$ cat src/rtl/instr_fetch.sv
// instr_fetch: PC owner driving a 1-cycle synchronous ROM, with valid/ready output, redirects and halt gating
module instr_fetch #(
  parameter int DATA_WIDTH = 32,
  parameter logic [DATA_WIDTH-1:0] RESET_PC = 32'h01000000,
  parameter int PC_STEP = 4
) (
  input  logic                  clk,
  input  logic                  rst,
  input  logic                  halt_req,
  input  logic                  redirect_valid,
  input  logic [DATA_WIDTH-1:0] redirect_pc,
  input  logic                  dec_ready,
  output logic                  read_instr,
  output logic [DATA_WIDTH-1:0] addr_out,
  input  logic [DATA_WIDTH-1:0] rom_data_in,
  output logic                  instr_valid,
  output logic [DATA_WIDTH-1:0] instr_out,
  output logic [DATA_WIDTH-1:0] pc_out,
  output logic [DATA_WIDTH-1:0] pc_plus4_out,
  output logic                  err_misaligned,
  output logic [31:0]           fetch_count
);
  typedef enum logic {RUN, HALT} state_t;
  state_t state, state_n;
  logic [DATA_WIDTH-1:0] pc_q, pc_out_q;
  logic out_valid_q, err_q, misaligned, xfer;
  logic [31:0] fetch_count_q;
  always_comb begin
    misaligned = redirect_valid & (redirect_pc[1:0] != 2'b00);
    read_instr = (state == RUN) & !rst & !halt_req & !misaligned & (!out_valid_q | dec_ready | redirect_valid);
    addr_out = redirect_valid ? redirect_pc : pc_q;
    instr_valid = out_valid_q & !redirect_valid;
    xfer = instr_valid & dec_ready;
    state_n = misaligned ? HALT : state;
  end
  assign instr_out = rom_data_in;
  assign pc_out = pc_out_q;
  assign pc_plus4_out = pc_out_q + DATA_WIDTH'(4);
  assign err_misaligned = err_q;
  assign fetch_count = fetch_count_q;
  always_ff @(posedge clk) state <= rst ? RUN : state_n;
  always_ff @(posedge clk) begin
    if (rst) begin
      pc_q <= RESET_PC;
      pc_out_q <= '0;
      out_valid_q <= 1'b0;
      err_q <= 1'b0;
      fetch_count_q <= '0;
    end else begin
      if (xfer) fetch_count_q <= fetch_count_q + 32'd1;
      if (read_instr) begin
        pc_out_q <= addr_out;
        pc_q <= addr_out + DATA_WIDTH'(PC_STEP);
        out_valid_q <= 1'b1;
      end else if (misaligned) begin
        out_valid_q <= 1'b0;
        err_q <= 1'b1;
      end else if (redirect_valid) begin
        // redirect while issue is gated: remember the target for when fetch resumes
        pc_q <= redirect_pc;
        out_valid_q <= 1'b0;
      end else if (xfer) begin
        out_valid_q <= 1'b0;
      end
    end
  end
endmodule

$ cat config.mk
export PLATFORM = sky130hd
export DESIGN_NAME = instr_fetch
export DESIGN_NICKNAME = d
export VERILOG_FILES = /design/src/rtl/instr_fetch.sv
export SDC_FILE = /design/constraint.sdc
export NUM_CORES = 1
export LEC_CHECK = 0
export ABC_AREA = 0
export CORE_ASPECT_RATIO = 0.75
export CORE_UTILIZATION = 30
export DETAILED_ROUTE_END_ITERATION = 10
export GPL_TIMING_DRIVEN = 0
export MAX_ROUTING_LAYER = met4
export PLACE_DENSITY = 0.63
export SLEW_MARGIN = 5
export SYNTH_ARGS = -nofsm -noshare
export SYNTH_HDL_FRONTEND = slang
export SYNTH_SLANG_ARGS = --single-unit
$ cat constraint.sdc
create_clock -name clk -period 4.4 [get_ports clk]
set_clock_uncertainty 0.15 [all_clocks]
set_input_delay 0.88 -clock clk [delete_from_list [all_inputs] [get_ports clk]]
set_output_delay 0.88 -clock clk [all_outputs]
set_load 0.01 [all_outputs]
=== Word-level counts from Yosys, hierarchy flattened ===
Index checks and enable logic that the tools add are counted.

* Register bits: 99
* Bits in latches: 0
* Bits in writable memories: 0
* ROM bits: 0
* Bits of input ports: 69
* Output and inout port bits: 163
* Word-level logic and storage cells: 36
* Memories kept: 0

* Add/subtract/negate cells: 3
* Multiply operators: 0
* Div/mod/pow operators: 0
* $lt $le $gt $ge: 0
* Eq/ne operators: 1
* Shifts and indexed selects: 0
* Mux-type cells: 7
* Bitwise logic cells: 11
* Reduce and logical (&&, ||, !) cells: 8

{| class="wikitable"
|+ Operators with widths
! cell !! number
|-
| $mux W32 || 3
|-
| $add A32 B3 Y32 const B || 2
|-
| $add A32 B1 Y32 const B || 1
|-
| $and A1 B1 Y1 || 7
|-
| $logic_not A1 Y1 || 5
|-
| $mux W1 || 4
|-
| $reduce_bool A4 Y1 || 1
|-
| $ne A2 B2 Y1 const B || 1
|-
| $not A1 Y1 || 2
|-
| $or A1 B1 Y1 || 2
|-
| $reduce_and A2 Y1 || 1
|-
| $reduce_bool A2 Y1 || 1
|}

=== Longest topological paths before layout ===
* Depth after elaboration: 7
* Depth in mapped cells: 10
* Gate-level depth less buffers: 7

=== Worst setup path after synthesis ===
Ideal clock, no wire load.

* Kind: input -> output
* Start point: input port redirect_valid
* End point: output port read_instr
* Arrival: 2.139 ns
* Data required time: 3.370 ns
* Setup slack: 1.231 ns
* Stages: 5
* Path buffers: 3
* Cell sequence: buf_4 > o21a_1 > nor4b_4 > buf_2 > buf_1

* Word-level cells in the longest chain between the ends: 4
* Elaborated cells between the ends (all ways): 5
* Classes of those cells: bitwise (4); reduce/logical (1)

{| class="wikitable"
|+ Ends and longest elaborated chain
! element !! line !! source
|-
| start, declared || 10 || <nowiki>input logic redirect_valid,</nowiki>
|-
| $and A1 B1 Y1 || 29 || <nowiki>misaligned = redirect_valid & (redirect_pc[1:0] != 2'b00);</nowiki>
|-
| $logic_not A1 Y1 || 30 || <nowiki>read_instr = (state == RUN) & !rst & !halt_req & !misaligned & (!out_valid_q | dec_ready | redirect_valid);</nowiki>
|-
| $and A1 B1 Y1 || 30 ||
|-
| $and A1 B1 Y1 (*) || 30 ||
|-
| end, declared || 13 || <nowiki>output logic read_instr,</nowiki>
|}

Mark *: on every way between the ends. The rest lies on a longest branch, timed or not.

=== Final worst setup path ===
* Start point: input port redirect_valid
* End point: output port addr_out[24]

* Word-level cells in the longest chain between the ends: 1

{| class="wikitable"
|+ Ends and longest elaborated chain
! element !! line !! source
|-
| $mux W32 || - ||
|-
| end, declared || 14 || <nowiki>output logic [DATA_WIDTH-1:0] addr_out,</nowiki>
|}

Every way passes these cells.

==> run_results.csv <==
group,metric,value,unit
synth,syn_inst,727,
route,antenna_left,0,
worst_setup_path,worst_setup_path_start_kind,"primary input",
route,dr.pass1.iters,5,
timing,worstMarginPinSlew,0.730,ns
clocking,clk_pin_slew_worst_paths,0.07,ns
cells_and_area,final_cell_mix,"clkdlybuf4s50_1, dfxtp_1, nor2_1",
power,p_leak,3.11,nW
power,cellPowerDensity,266,nW/µm²
timing,slew_headroom,50.0,%
worst_setup_path,crit_chain,"clkdlybuf4s50_1 -> buf_4 -> clkbuf_4 -> buf_4 -> mux2i_1 -> inv_1 -> clkdlybuf4s50_1",
timing,period_minus_slack,4.39,ns
cells_and_area,drive_gt1_share,8.29,%
timing,fmax,228,MHz
global_routing,grt_max_degree,20,
job,maxCapViolCount,0,
clocking,htree_num_levels,3,
synth,synth-seq-cells,99,
timing,setup_ws,0.0117,ns
worst_setup_path,arrival,3.36,ns
placement,place_ws,-0.424,ns
cells_and_area,fin_nets,1008,
worst_setup_path,worstPathMaxFanout,10,
timing,period_share,99.7,%
clocking,clock_path_buffers,2,
global_routing,grt_pass1_wl,31700,µm
timing,drv_slew,0,
worst_setup_path,crit_cells,7,
worst_setup_path,rr_startpoint,"pc_q[2]$_SDFFE_PP0N_",
worst_setup_path,worstRegToRegCells,8,
synth,synthesis.nets,799,
die,ios,232,
cells_and_area,finalNonFillerCells,1195,
synth,synth-edff-count,0,
die,fp-row-count,44,
outcome,outcome,"finished, final reports clean",
worst_setup_path,slowest_delay,0.66,ns
clocking,cts_root_buf,"clkbuf_16",
synth,synth_area_leaders,"dfxtp_1, mux2i_1, xnor2_1",
synth,synth_flop_cell,"dfxtp_1",
die,die_x,164,µm
synth,yosysWarnings,0,
worst_setup_path,endpoint,"addr_out[24]",
cells_and_area,fillCellCount,1934,
timing,rsz0062_at_grt,"true",
route,drt_iter0_markers,693,
worst_setup_path,crit_type,"in -> out",
global_routing,grt_pass1_vias,5541,
route,vias,6328,
placement,placedCellCount,1179,
die,die_area,20200,µm²
synth,synth_top_area_share,33.6,%
placement,io_buffers,199,
synth,synth_largest_area_cell,"dfxtp_1",
worst_setup_path,r2r-end,"pc_q[20]$_SDFFE_PP0N_",
cells_and_area,layout_commonest_cell,"clkdlybuf4s50_1",
worst_hold_path,hp-class,"reg -> reg",
timing,setup_violations,0,
route,drc,0,
die,coreArea,19300,µm²
worst_setup_path,endpoint_kind,"primary output",
clocking,cts_tree,"yes",
die,die_y,123,µm
power,max-vdd-ir-drop,0.000173,V
worst_setup_path,cp-startpoint,"redirect_valid",
clocking,holdBufCountCts,0,
route,viasPerCell,5.30,
route,routedWlPerCell,17.9,µm
worst_setup_path,critPathTopFamily,"buffers and inverters",
timing,hold_viol_final,0,
cells_and_area,area_growth,44.8,%
clocking,cts-buffers-inserted,9,
synth,ys_seq_area_share,33.6,%
route,wl,21300,µm
worst_setup_path,crit_buf_inv,6,
placement,dpl.hpwl,16400,µm
worst_setup_path,cp.required,3.37,ns
global_routing,antenna_found_initial,1,
timing,whs,0.309,ns
global_routing,grt.overflow.total,0,
die,initial_core_util,30.5,%
synth,syn_avg_cell_area,8.11,µm²
placement,globalplace.congestion,0.957,
clocking,clk_latency,0.37,ns
global_routing,grt_use_total,21.4,%
clocking,clock-sinks,99,
synth,ys_async_sr_fraction,0,%
synth,ys_types,56,
worst_setup_path,critPathSlowestCell,"mux2i_1",
synth,synth_area,5900,µm²
worst_setup_path,r2r_setup_slack,1.60,ns
[logic make-up after synthesis]
group | after synthesis | synth area share (%)
DFF | 99 | 33.6
and+or+nand+nor | 306 | 27.8
adders and majority gates | 3 | 0.637
buffers and inverters | 113 | 9.78
AOI/OAI and AO/OA | 118 | 14.0
muxes | 41 | 7.13
xor gates and xnor gates | 47 | 6.98
[how the worst min path moves through the flow]
stage	to	depth (start not counted)	slack, ns	start
after global placement	pc_q[0]$_SDFFE_PP0N_	1	0.29	pc_q[0]$_SDFFE_PP0N_
after detailed placement	pc_q[0]$_SDFFE_PP0N_	1	0.29	pc_q[0]$_SDFFE_PP0N_
after CTS	pc_q[1]$_SDFFE_PP0N_	1	0.31	pc_q[1]$_SDFFE_PP0N_
final	pc_q[1]$_SDFFE_PP0N_	1	0.31	pc_q[1]$_SDFFE_PP0N_
after global routing	pc_q[1]$_SDFFE_PP0N_	1	0.34	pc_q[1]$_SDFFE_PP0N_
after floorplan	pc_q[0]$_SDFFE_PP0N_	1	0.28	pc_q[0]$_SDFFE_PP0N_
[worst register-to-register path, stage by stage, from the launching register on]
cell,delay (ns)
dfxtp_1,0.36
mux2_2,0.25
ha_1,0.23
inv_1,0.08
a211oi_1,0.45
nand4_1,0.33
clkbuf_1,0.33
o31a_1,0.35
o31ai_1,0.18
[report_power, final]
group / switching, mW / internal [mW]
Combinational: 0.249 / 0.246
Sequential: 0.0404 / 0.932
Clock: 0.405 / 0.400
Total: 0.694 / 1.58
[timing repair]
item	4_1_cts	5_1_grt
setup buffers	0	0
endpoints found under the setup margin	12	9
hold endpoints to repair	0	0
cloned	0	0
resized for setup	9	2
[metal layers]
metal  part of all wire [%]  GRT usage, %  vias up
met5                      0             -        -
met1                     47          30.3     2950
met3                    8.8          4.36       34
li1                       -             -     3053
met2                     42          30.2      291
met4                    2.0          6.71        0
[registers in the layout (all words and copies together) (netlist names)]
register / cells
err_misaligned: 1
fetch_count: 32
out_valid_q: 1
pc_out: 32
pc_q: 32
state: 1
[synthesized netlist by cell type, types with 18 or more instances]
master / instances
mux2i_1: 33
nand4_1: 33
a211oi_1: 28
dfxtp_1: 99
nand3_1: 61
nand2_1: 42
buf_4: 36
inv_1: 34
xnor2_1: 36
or3_1: 18
nor2_1: 63
a21oi_1: 22
clkbuf_1: 27
and3_1: 19
[metrics by stage]
| stage | area [µm²] | util (%) | TNS [ns] | total power [mW] |
|---|---|---|---|---|
| floorplan | 5900 | - | 0 | 1.22 |
| global placement | 8210 | 42.5 | -1.47 | 1.47 |
| detailed placement | 8210 | 42.5 | -1.63 | 1.48 |
| CTS | 8530 | 44.2 | 0 | 2.28 |
| global route | 8540 | 44.2 | -0.0404 | 2.36 |
| finish | 8540 | 44.2 | 0 | 2.27 |
[cell type report]
| cell class | count | area, µm² | area share (%) |
|---|---|---|---|
| tap | 253 | 317 | 3.71 |
| sequential | 99 | 1980 | 23.2 |
| multi-input combinational | 515 | 3370 | 39.4 |
| timing repair buffer | 199 | 1990 | 23.3 |
| buffer | 78 | 458 | 5.36 |
| clock inverter | 7 | 71.3 | 0.835 |
| clock buffer | 9 | 225 | 2.64 |
| antenna | 1 | 2.50 | 0.0293 |
| inverter | 34 | 128 | 1.49 |
(Power assumes the default switching activity.)
